## src/rtl/mult_arb_pkg.sv

```systemverilog
// Shared types, defaults and the round-robin pick helper for the multiplier-sharing arbiter.
package mult_arb_pkg;

    localparam int unsigned DEF_W       = 2;
    localparam int unsigned DEF_NUM_REQ = 4;
    localparam int unsigned MAX_REQ     = 8;
    localparam int unsigned MAX_ID_W    = 3;

    typedef enum logic [1:0] {
        IDLE = 2'd0,
        CALC = 2'd1,
        RESP = 2'd2
    } state_t;

    typedef struct packed {
        logic                found;
        logic [MAX_ID_W-1:0] idx;
    } pick_t;

    // First set bit of valid searching upward from ptr, wrapping modulo num.
    function automatic pick_t rr_pick(
        input logic [MAX_REQ-1:0]  valid,
        input logic [MAX_ID_W-1:0] ptr,
        input int unsigned         num
    );
        pick_t       res;
        int unsigned cand;
        res = '0;
        for (int unsigned i = 0; i < MAX_REQ; i++) begin
            cand = (32'(ptr) + i) % num;
            if (!res.found && (i < num) && valid[MAX_ID_W'(cand)]) begin
                res.found = 1'b1;
                res.idx   = MAX_ID_W'(cand);
            end
        end
        return res;
    endfunction

endpackage

```

## src/rtl/mult_core.sv

```systemverilog
// Combinational unsigned WxW multiplier; full 2W-bit product.
module mult_core #(
    parameter int unsigned W = 2
) (
    input  logic [W-1:0]   a,
    input  logic [W-1:0]   b,
    output logic [2*W-1:0] z
);

    // Operands widened first so the product is never truncated.
    assign z = (2*W)'(a) * (2*W)'(b);

endmodule

```

## src/rtl/mult_share_arbiter.sv

```systemverilog
// Round-robin arbiter sharing one multiplier core between NUM_REQ requesters.
module mult_share_arbiter
    import mult_arb_pkg::*;
#(
    parameter  int unsigned NUM_REQ = DEF_NUM_REQ,
    parameter  int unsigned W       = DEF_W,
    localparam int unsigned ID_W    = $clog2(NUM_REQ)
) (
    input  logic                 clk,
    input  logic                 rst_n,
    input  logic [NUM_REQ-1:0]   req_valid,
    output logic [NUM_REQ-1:0]   req_ready,
    input  logic [NUM_REQ*W-1:0] req_a,
    input  logic [NUM_REQ*W-1:0] req_b,
    output logic                 rsp_valid,
    input  logic                 rsp_ready,
    output logic [ID_W-1:0]      rsp_id,
    output logic [2*W-1:0]       rsp_z,
    output logic                 busy
);

    state_t            r_state;
    state_t            w_state_next;
    logic [ID_W-1:0]   r_rr_ptr;
    logic [W-1:0]      r_op_a;
    logic [W-1:0]      r_op_b;
    logic [ID_W-1:0]   r_win_id;
    logic              r_rsp_valid;
    logic [ID_W-1:0]   r_rsp_id;
    logic [2*W-1:0]    r_rsp_z;
    logic              r_busy;

    pick_t             w_pick;
    logic [ID_W-1:0]   w_pick_id;
    logic [W-1:0]      w_win_a;
    logic [W-1:0]      w_win_b;
    logic [2*W-1:0]    w_prod;
    logic              w_accept;
    logic              w_rsp_done;
    logic [ID_W-1:0]   w_ptr_next;

    assign w_pick     = rr_pick(MAX_REQ'(req_valid), MAX_ID_W'(r_rr_ptr), NUM_REQ);
    assign w_pick_id  = ID_W'(w_pick.idx);
    assign w_ptr_next = (r_win_id == ID_W'(NUM_REQ - 1)) ? '0 : r_win_id + ID_W'(1);

    mult_core #(
        .W (W)
    ) u_mult_core (
        .a (r_op_a),
        .b (r_op_b),
        .z (w_prod)
    );

    // Operand mux selecting the current winner's packed operands.
    always_comb begin
        w_win_a = '0;
        w_win_b = '0;
        for (int unsigned i = 0; i < NUM_REQ; i++) begin
            if (w_pick_id == ID_W'(i)) begin
                w_win_a = req_a[i*W +: W];
                w_win_b = req_b[i*W +: W];
            end
        end
    end

    // State register.
    always_ff @(posedge clk or negedge rst_n) begin
        if (!rst_n) begin
            r_state <= IDLE;
        end else begin
            r_state <= w_state_next;
        end
    end

    // Next-state logic.
    always_comb begin
        w_state_next = r_state;
        case (r_state)
            IDLE:    if (w_pick.found) w_state_next = CALC;
            CALC:    w_state_next = RESP;
            RESP:    if (rsp_ready) w_state_next = IDLE;
            default: w_state_next = IDLE;
        endcase
    end

    // State decode: accept/complete strobes and the one-hot grant, forced low in reset.
    always_comb begin
        w_accept   = 1'b0;
        w_rsp_done = 1'b0;
        req_ready  = '0;
        w_accept   = (r_state == IDLE) && w_pick.found;
        w_rsp_done = (r_state == RESP) && rsp_ready;
        for (int unsigned i = 0; i < NUM_REQ; i++) begin
            req_ready[i] = rst_n && w_accept && (w_pick_id == ID_W'(i));
        end
    end

    // Operand capture, response registers, pointer advance and busy flag.
    always_ff @(posedge clk or negedge rst_n) begin
        if (!rst_n) begin
            r_rr_ptr    <= '0;
            r_op_a      <= '0;
            r_op_b      <= '0;
            r_win_id    <= '0;
            r_rsp_valid <= 1'b0;
            r_rsp_id    <= '0;
            r_rsp_z     <= '0;
            r_busy      <= 1'b0;
        end else begin
            r_busy <= (w_state_next != IDLE);
            if (w_accept) begin
                r_op_a   <= w_win_a;
                r_op_b   <= w_win_b;
                r_win_id <= w_pick_id;
            end
            if (r_state == CALC) begin
                r_rsp_z     <= w_prod;
                r_rsp_id    <= r_win_id;
                r_rsp_valid <= 1'b1;
            end
            if (w_rsp_done) begin
                r_rsp_valid <= 1'b0;
                r_rr_ptr    <= w_ptr_next;
            end
        end
    end

    assign rsp_valid = r_rsp_valid;
    assign rsp_id    = r_rsp_id;
    assign rsp_z     = r_rsp_z;
    assign busy      = r_busy;

endmodule

```

## config.mk

```make
export PLATFORM = sky130hd
export DESIGN_NAME = mult_share_arbiter
export DESIGN_NICKNAME = d
export VERILOG_FILES = /design/src/rtl/mult_arb_pkg.sv /design/src/rtl/mult_core.sv /design/src/rtl/mult_share_arbiter.sv
export SDC_FILE = /design/constraint.sdc
export NUM_CORES = 1
export LEC_CHECK = 0
export BUFFER_PORTS_ARGS = -buffer_cell sky130_fd_sc_hd__buf_2
export CORE_MARGIN = 4
export CORE_UTILIZATION = 51
export DETAILED_ROUTE_END_ITERATION = 16
export GPL_TIMING_DRIVEN = 0
export PLACE_DENSITY = 0.77
export SLEW_MARGIN = 15
export SYNTH_ARGS = -nofsm -noshare
export SYNTH_HDL_FRONTEND = slang
export SYNTH_SLANG_ARGS = --single-unit
```

## constraint.sdc

```tcl
create_clock -name clk -period 3 [get_ports clk]
set_clock_uncertainty 0.05 [all_clocks]
set_input_delay 0.6 -clock clk [delete_from_list [all_inputs] [get_ports clk]]
set_output_delay 0.6 -clock clk [all_outputs]
set_load 0.01 [all_outputs]
```

Word level (Yosys, flattened, before mapping)
Index checks and enable logic that the tools add are counted.
Storage, ports and cells
  register bits: 18
  word-level logic and storage cells: 67
Operators by class
  multiply operators: 1
  muxes and demuxes: 26
  reductions and logical operators: 17
  $add $sub $neg: 4
  eq/ne operators: 6
  magnitude comparators: 4
Operators with widths (count)
  two-way mux 2 bit: 11
  < comparator 2 x 4 -> 1 bit (second input constant): 4
  two-way mux 4 bit: 4
  logical AND 1 bit: 10
  binary-select mux 1 bit (select 2 bit): 4
  == test 2 bit (second input constant): 4
  two-way mux 1 bit: 6
  one-hot mux 2 bit (3 select lines): 1
  adder 2 x 1 -> 2 bit (second input constant): 2
  adder 2 bit (second input constant): 2
  == test 2 x 1 -> 1 bit (second input constant): 2
  logical NOT 2 bit: 2
  multiplier 2 x 2 -> 4 bit: 1
  nonzero test 2 bit: 2
  logical NOT 1 bit: 3

Logic depth before layout (Yosys ltp)
  word-level depth: 17
  gate-level depth with buffers: 6

Hierarchy
A second synthesis with hierarchy kept.
Second synthesis, totals
  cells, all modules: 92
  area total of the unflattened synthesis: 984.7 sq um
By module, submodules not included
  mult_share_arbiter: seq. area each 450.4 sq um, cells an instance 86, area each 934.6 sq um, times used 1
  mult_core: seq. area each 0.0 sq um, cells an instance 6, area each 50.0 sq um, times used 1

Least setup slack after synthesis
No wires, ideal clock.
  path type: input to output
  start: in req_valid[2]
  end: out req_ready[1]
  stages on the path: 5
  setup slack: 0.908 ns
  arrival: 1.442 ns
  required time: 2.350 ns
  path buffers: 0
  path through: and3b_1 a31o_4 nor2_8 nand3_1 nor2_1
On the way
  longest elaborated chain between the ends: 15
  elaborated cells between the ends (all ways): 22
  classes of those cells: 1 x eq/ne; 12 x mux; 9 x reduce/logical
RTL lines
  start: declaration: line mult_share_arbiter.sv:11  | input logic [NUM_REQ-1:0] req_valid,
  binary-select mux 1 bit (select 2 bit): line mult_arb_pkg.sv:31  | if (!res.found && (i < num) && valid[MAX_ID_W'(cand)]) begin
  two-way mux 1 bit (implied by the code): line mult_arb_pkg.sv:31
  two-way mux 4 bit: line mult_arb_pkg.sv:31
  logical NOT 1 bit: line mult_arb_pkg.sv:31
  logical AND 1 bit: line mult_arb_pkg.sv:31
  two-way mux 4 bit: line mult_arb_pkg.sv:31
  logical NOT 1 bit: line mult_arb_pkg.sv:31
  logical AND 1 bit: line mult_arb_pkg.sv:31
  two-way mux 4 bit: line mult_arb_pkg.sv:31
  logical NOT 1 bit: line mult_arb_pkg.sv:31
  logical AND 1 bit: line mult_arb_pkg.sv:31
  two-way mux 4 bit (*): line mult_arb_pkg.sv:31
  logical AND 1 bit: line mult_share_arbiter.sv:91  | w_accept = (r_state == IDLE) && w_pick.found;
  logical AND 1 bit: line mult_share_arbiter.sv:94  | req_ready[i] = rst_n && w_accept && (w_pick_id == ID_W'(i));
  logical AND 1 bit (*): line mult_share_arbiter.sv:94
  end: declaration: line mult_share_arbiter.sv:12  | output logic [NUM_REQ-1:0] req_ready,
Every way passes the cells marked *; elsewhere a longest branch is shown, timed or not. The select of a mux whose other input is x is not followed.

Worst setup path after layout
  start: reg r_rr_ptr[1]
  end: out req_ready[3]
On the way
  longest elaborated chain between the ends: 15
  elaborated cells between the ends (all ways): 25
  classes of those cells: 3 x add/sub; 1 x eq/ne; 12 x mux; 9 x reduce/logical
RTL lines
  start: declaration: line mult_share_arbiter.sv:24  | logic [ID_W-1:0] r_rr_ptr;
  start signal: assignment: line mult_share_arbiter.sv:123  | r_rr_ptr <= w_ptr_next;
  parallel branches: the longest is 11 deep, another holds adder 2 x 1 -> 2 bit
  two-way mux 4 bit (*): line mult_arb_pkg.sv:31
  logical AND 1 bit: line mult_share_arbiter.sv:91
  logical AND 1 bit: line mult_share_arbiter.sv:94
  logical AND 1 bit (*): line mult_share_arbiter.sv:94
Every way passes the cells marked *. The select of a mux whose other input is x is not followed.

==> flow_summary.ini <==
[setup_path]
crit_type = register to output port
crit_arrival_ps = 1780
cp_max_fo = 7
crit_family = simple AND/OR/NAND/NOR gates
worstPathCellList = nand2b_1 -> a31o_4 -> nor2_8 -> nand3_1 -> nor2_1 -> buf_2
start_kind = register
cp_num_buf_inv = 1
r2r-start = r_rr_ptr[1]
crit_path_end_kind = output port
r2r_cells = 5
slowest_delay_ps = 460
r2r-end = r_op_a[1]
cp_slowest_cell = dfrtp_1
cp.required_ps = 2350
r2r_slack_ps = 1380

[sta]
maxSlewHeadroom_pct = 72.7
max_freq_ghz = 0.411
finalSetupViolCount = 0
min_period_ps = 2430
tightest_slew_ps = 409
hold_slack_ps = 178
final_hold_viol_count = 0
fin_tns_setup_ps = 0
slew_violations = 0
grt_setup_unrepaired = false
period_share_pct = 81.1
fin_ws_ps = 566

[synthesis]
synth_top_cells_by_count = dfrtp_1 (18), nand2_1 (13), o21ai_0 (7)
yosysUniqueCellTypes = 33
synth_area_leader_cell = dfrtp_1
synth-edff-count = 0
yosysSeqAreaShare_pct = 42.5
synth_ff_type = dfrtp_1
synth.top_cell.area_share_pct = 42.5
synth_area_leaders = dfrtp_1 (42%), mux2_2 (6.4%), o211ai_2 (4.7%), nand2_1 (4.6%), a211o_1 (4.1%)
syn_area_per_cell_um2 = 10.5
postSynthCellCount = 101
synth_seq_cells = 18
synth-async-reset-ratio_pct = 100
synth_area_um2 = 1060
syn-num-nets = 127
yosys_warnings = 0
yosysMostFrequentCell = dfrtp_1

[clock_tree]
cts_hold_buf = 0
htree_levels = 1
clk_pin_slew_ps = 100
root_buffer = clkbuf_4
numCtsBuffers = 3
cts_buffer_depth = 2
postCtsSetupBuffers = 0
insertion_delay_ps = 290
cts_tree = yes
post_cts_resized = 0
cts.sinks = 18

[final_layout]
fin_cells = 165
nFillCells = 186
area_delta_synth_final_pct = 21.3
num_antenna_cells = 0
drive_gt1_share_pct = 41.3
nets = 166

[power]
comb_power_share_pct = 50.7
leakage_nw = 0.659
powerDensity_nw_per_um2 = 874
vdd_drop_max_mv = 0.452
total_power_w = 0.00112
switching_share_pct = 39.8
internal-power_w = 0.000677
seq_power_share_pct = 39.1
p_switching_w = 0.000448
power_frac_clock_pct = 10.2

[detailed_routing]
wire_per_inst_um = 12.7
dr.pass1.iters = 4
drt_iter0_drc = 12
totalWireLength_um = 2090
route.detailed.drc = 0
drt-vias-per-instance = 5.21
antenna_left = 0
via_count = 859

[floorplan]
floorplan.initialDensity_pct = 54.1
core_um2 = 1960
rows = 16
ios = 35
die-area_um2 = 2870
fp.dieH_um = 53.6
die_x_um = 53.6

[run_status]
status = finished, final reports clean

[grt]
grt_overflow = 0
grt.total_usage_pct = 16.3
grt_pass1_wl_um = 3370
grt_antenna_before_repair = 0
grt_pass1_vias = 835
grt_max_degree = 21

[place]
gp_congestion = 0.704
port_buffers = 34
pre_cts_ws_ps = 588
dp_hpwl_um = 1750
place_inst = 162

[job]
maxCapViolations = 0

[min_path]
hp-class = primary input to async pin
==> power groups by stage <==
| stage | clock network (W) | logic (W) | registers (W) |
|---|---|---|---|
| after CTS | 0.000116 | 0.000581 | 0.000441 |
| after detailed placement | 0 | 0.000579 | 0.000445 |
| final | 0.000114 | 0.000571 | 0.000440 |
| after global placement | 0 | 0.000558 | 0.000437 |
| after global routing | 0.000125 | 0.000639 | 0.000455 |
| after floorplan | 0 | 0.000421 | 0.000440 |
==> state kept, by name, indices dropped and copies added, names as in the netlist <==
register   flops
r_op_b         2
rsp_valid      1
r_rr_ptr       2
rsp_id         2
r_win_id       2
rsp_z          4
r_op_a         2
busy           1
r_state        2
==> placed cells by master, fill, tap and decap left out, drive strengths merged <==
cell type  Yosys  layout
a211o          5       5
dfrtp         18      18
o21ai          7       7
a31oi          1       1
nand2b         5       5
clkbuf         0       3
mux2i          4       4
buf            3      37
and3b          1       1
nor2           8       8
nand3b         1       1
o211ai         5       5
or2b           1       1
a21oi          3       3
or2            1       1
a21o           1       1
ha             3       3
nor3b          1       1
a31o           1       1
inv            2       2
and2           3       3
o31ai          1       1
nand2         14      14
nand3          5       5
a211oi         1       1
mux2           6       6
==> per-stage QoR <==
step                utilization [%]  cell area (um2)
detailed placement             64.5             1260
CTS                            65.6             1290
floorplan                         -             1060
global placement               64.5             1260
finish                         65.6             1290
global route                   65.6             1290
==> routing by layer <==
metal | wire [um] | GRT usage, %
met5 | 0 | 0
met2 | 1060 | 28.6
met1 | 921 | 19.7
met3 | 93 | 1.11
met4 | 16 | 8.94
==> kinds of logic (layout without fill, tap and decap cells) <==
group           count (synthesis)  in the layout  share of synthesized area [%]
mux                            10             10                           10.1
fa+ha+maj                       3              3                           3.54
flops                          18             18                           42.5
compound gates                 25             25                           19.8
simple gates                   40             40                           21.1
buf+inv                         5             42                           2.95
==> layout make-up <==
cell class | count | area [um2] | area share (%)
inverters | 2 | 7.51 | 0.583
repair buffers | 34 | 170 | 13.2
plain buffers | 3 | 23.8 | 1.85
multi-input cells | 78 | 579 | 45.0
flip-flops and latches | 18 | 450 | 35.0
well taps | 27 | 33.8 | 2.62
clock buffers | 3 | 22.5 | 1.75
==> worst max path at each step <==
stage	startpoint	endpoint	slack, ps	cells after the start
floorplan	req_valid[2]	req_ready[1]	910	5
global placement	req_valid[2]	req_ready[1]	640	7
detailed placement	req_valid[2]	req_ready[3]	590	7
CTS	r_rr_ptr[1]	req_ready[3]	540	6
global route	r_rr_ptr[1]	req_ready[3]	470	6
finish	r_rr_ptr[1]	req_ready[3]	570	6
(Power assumes the default switching activity.)
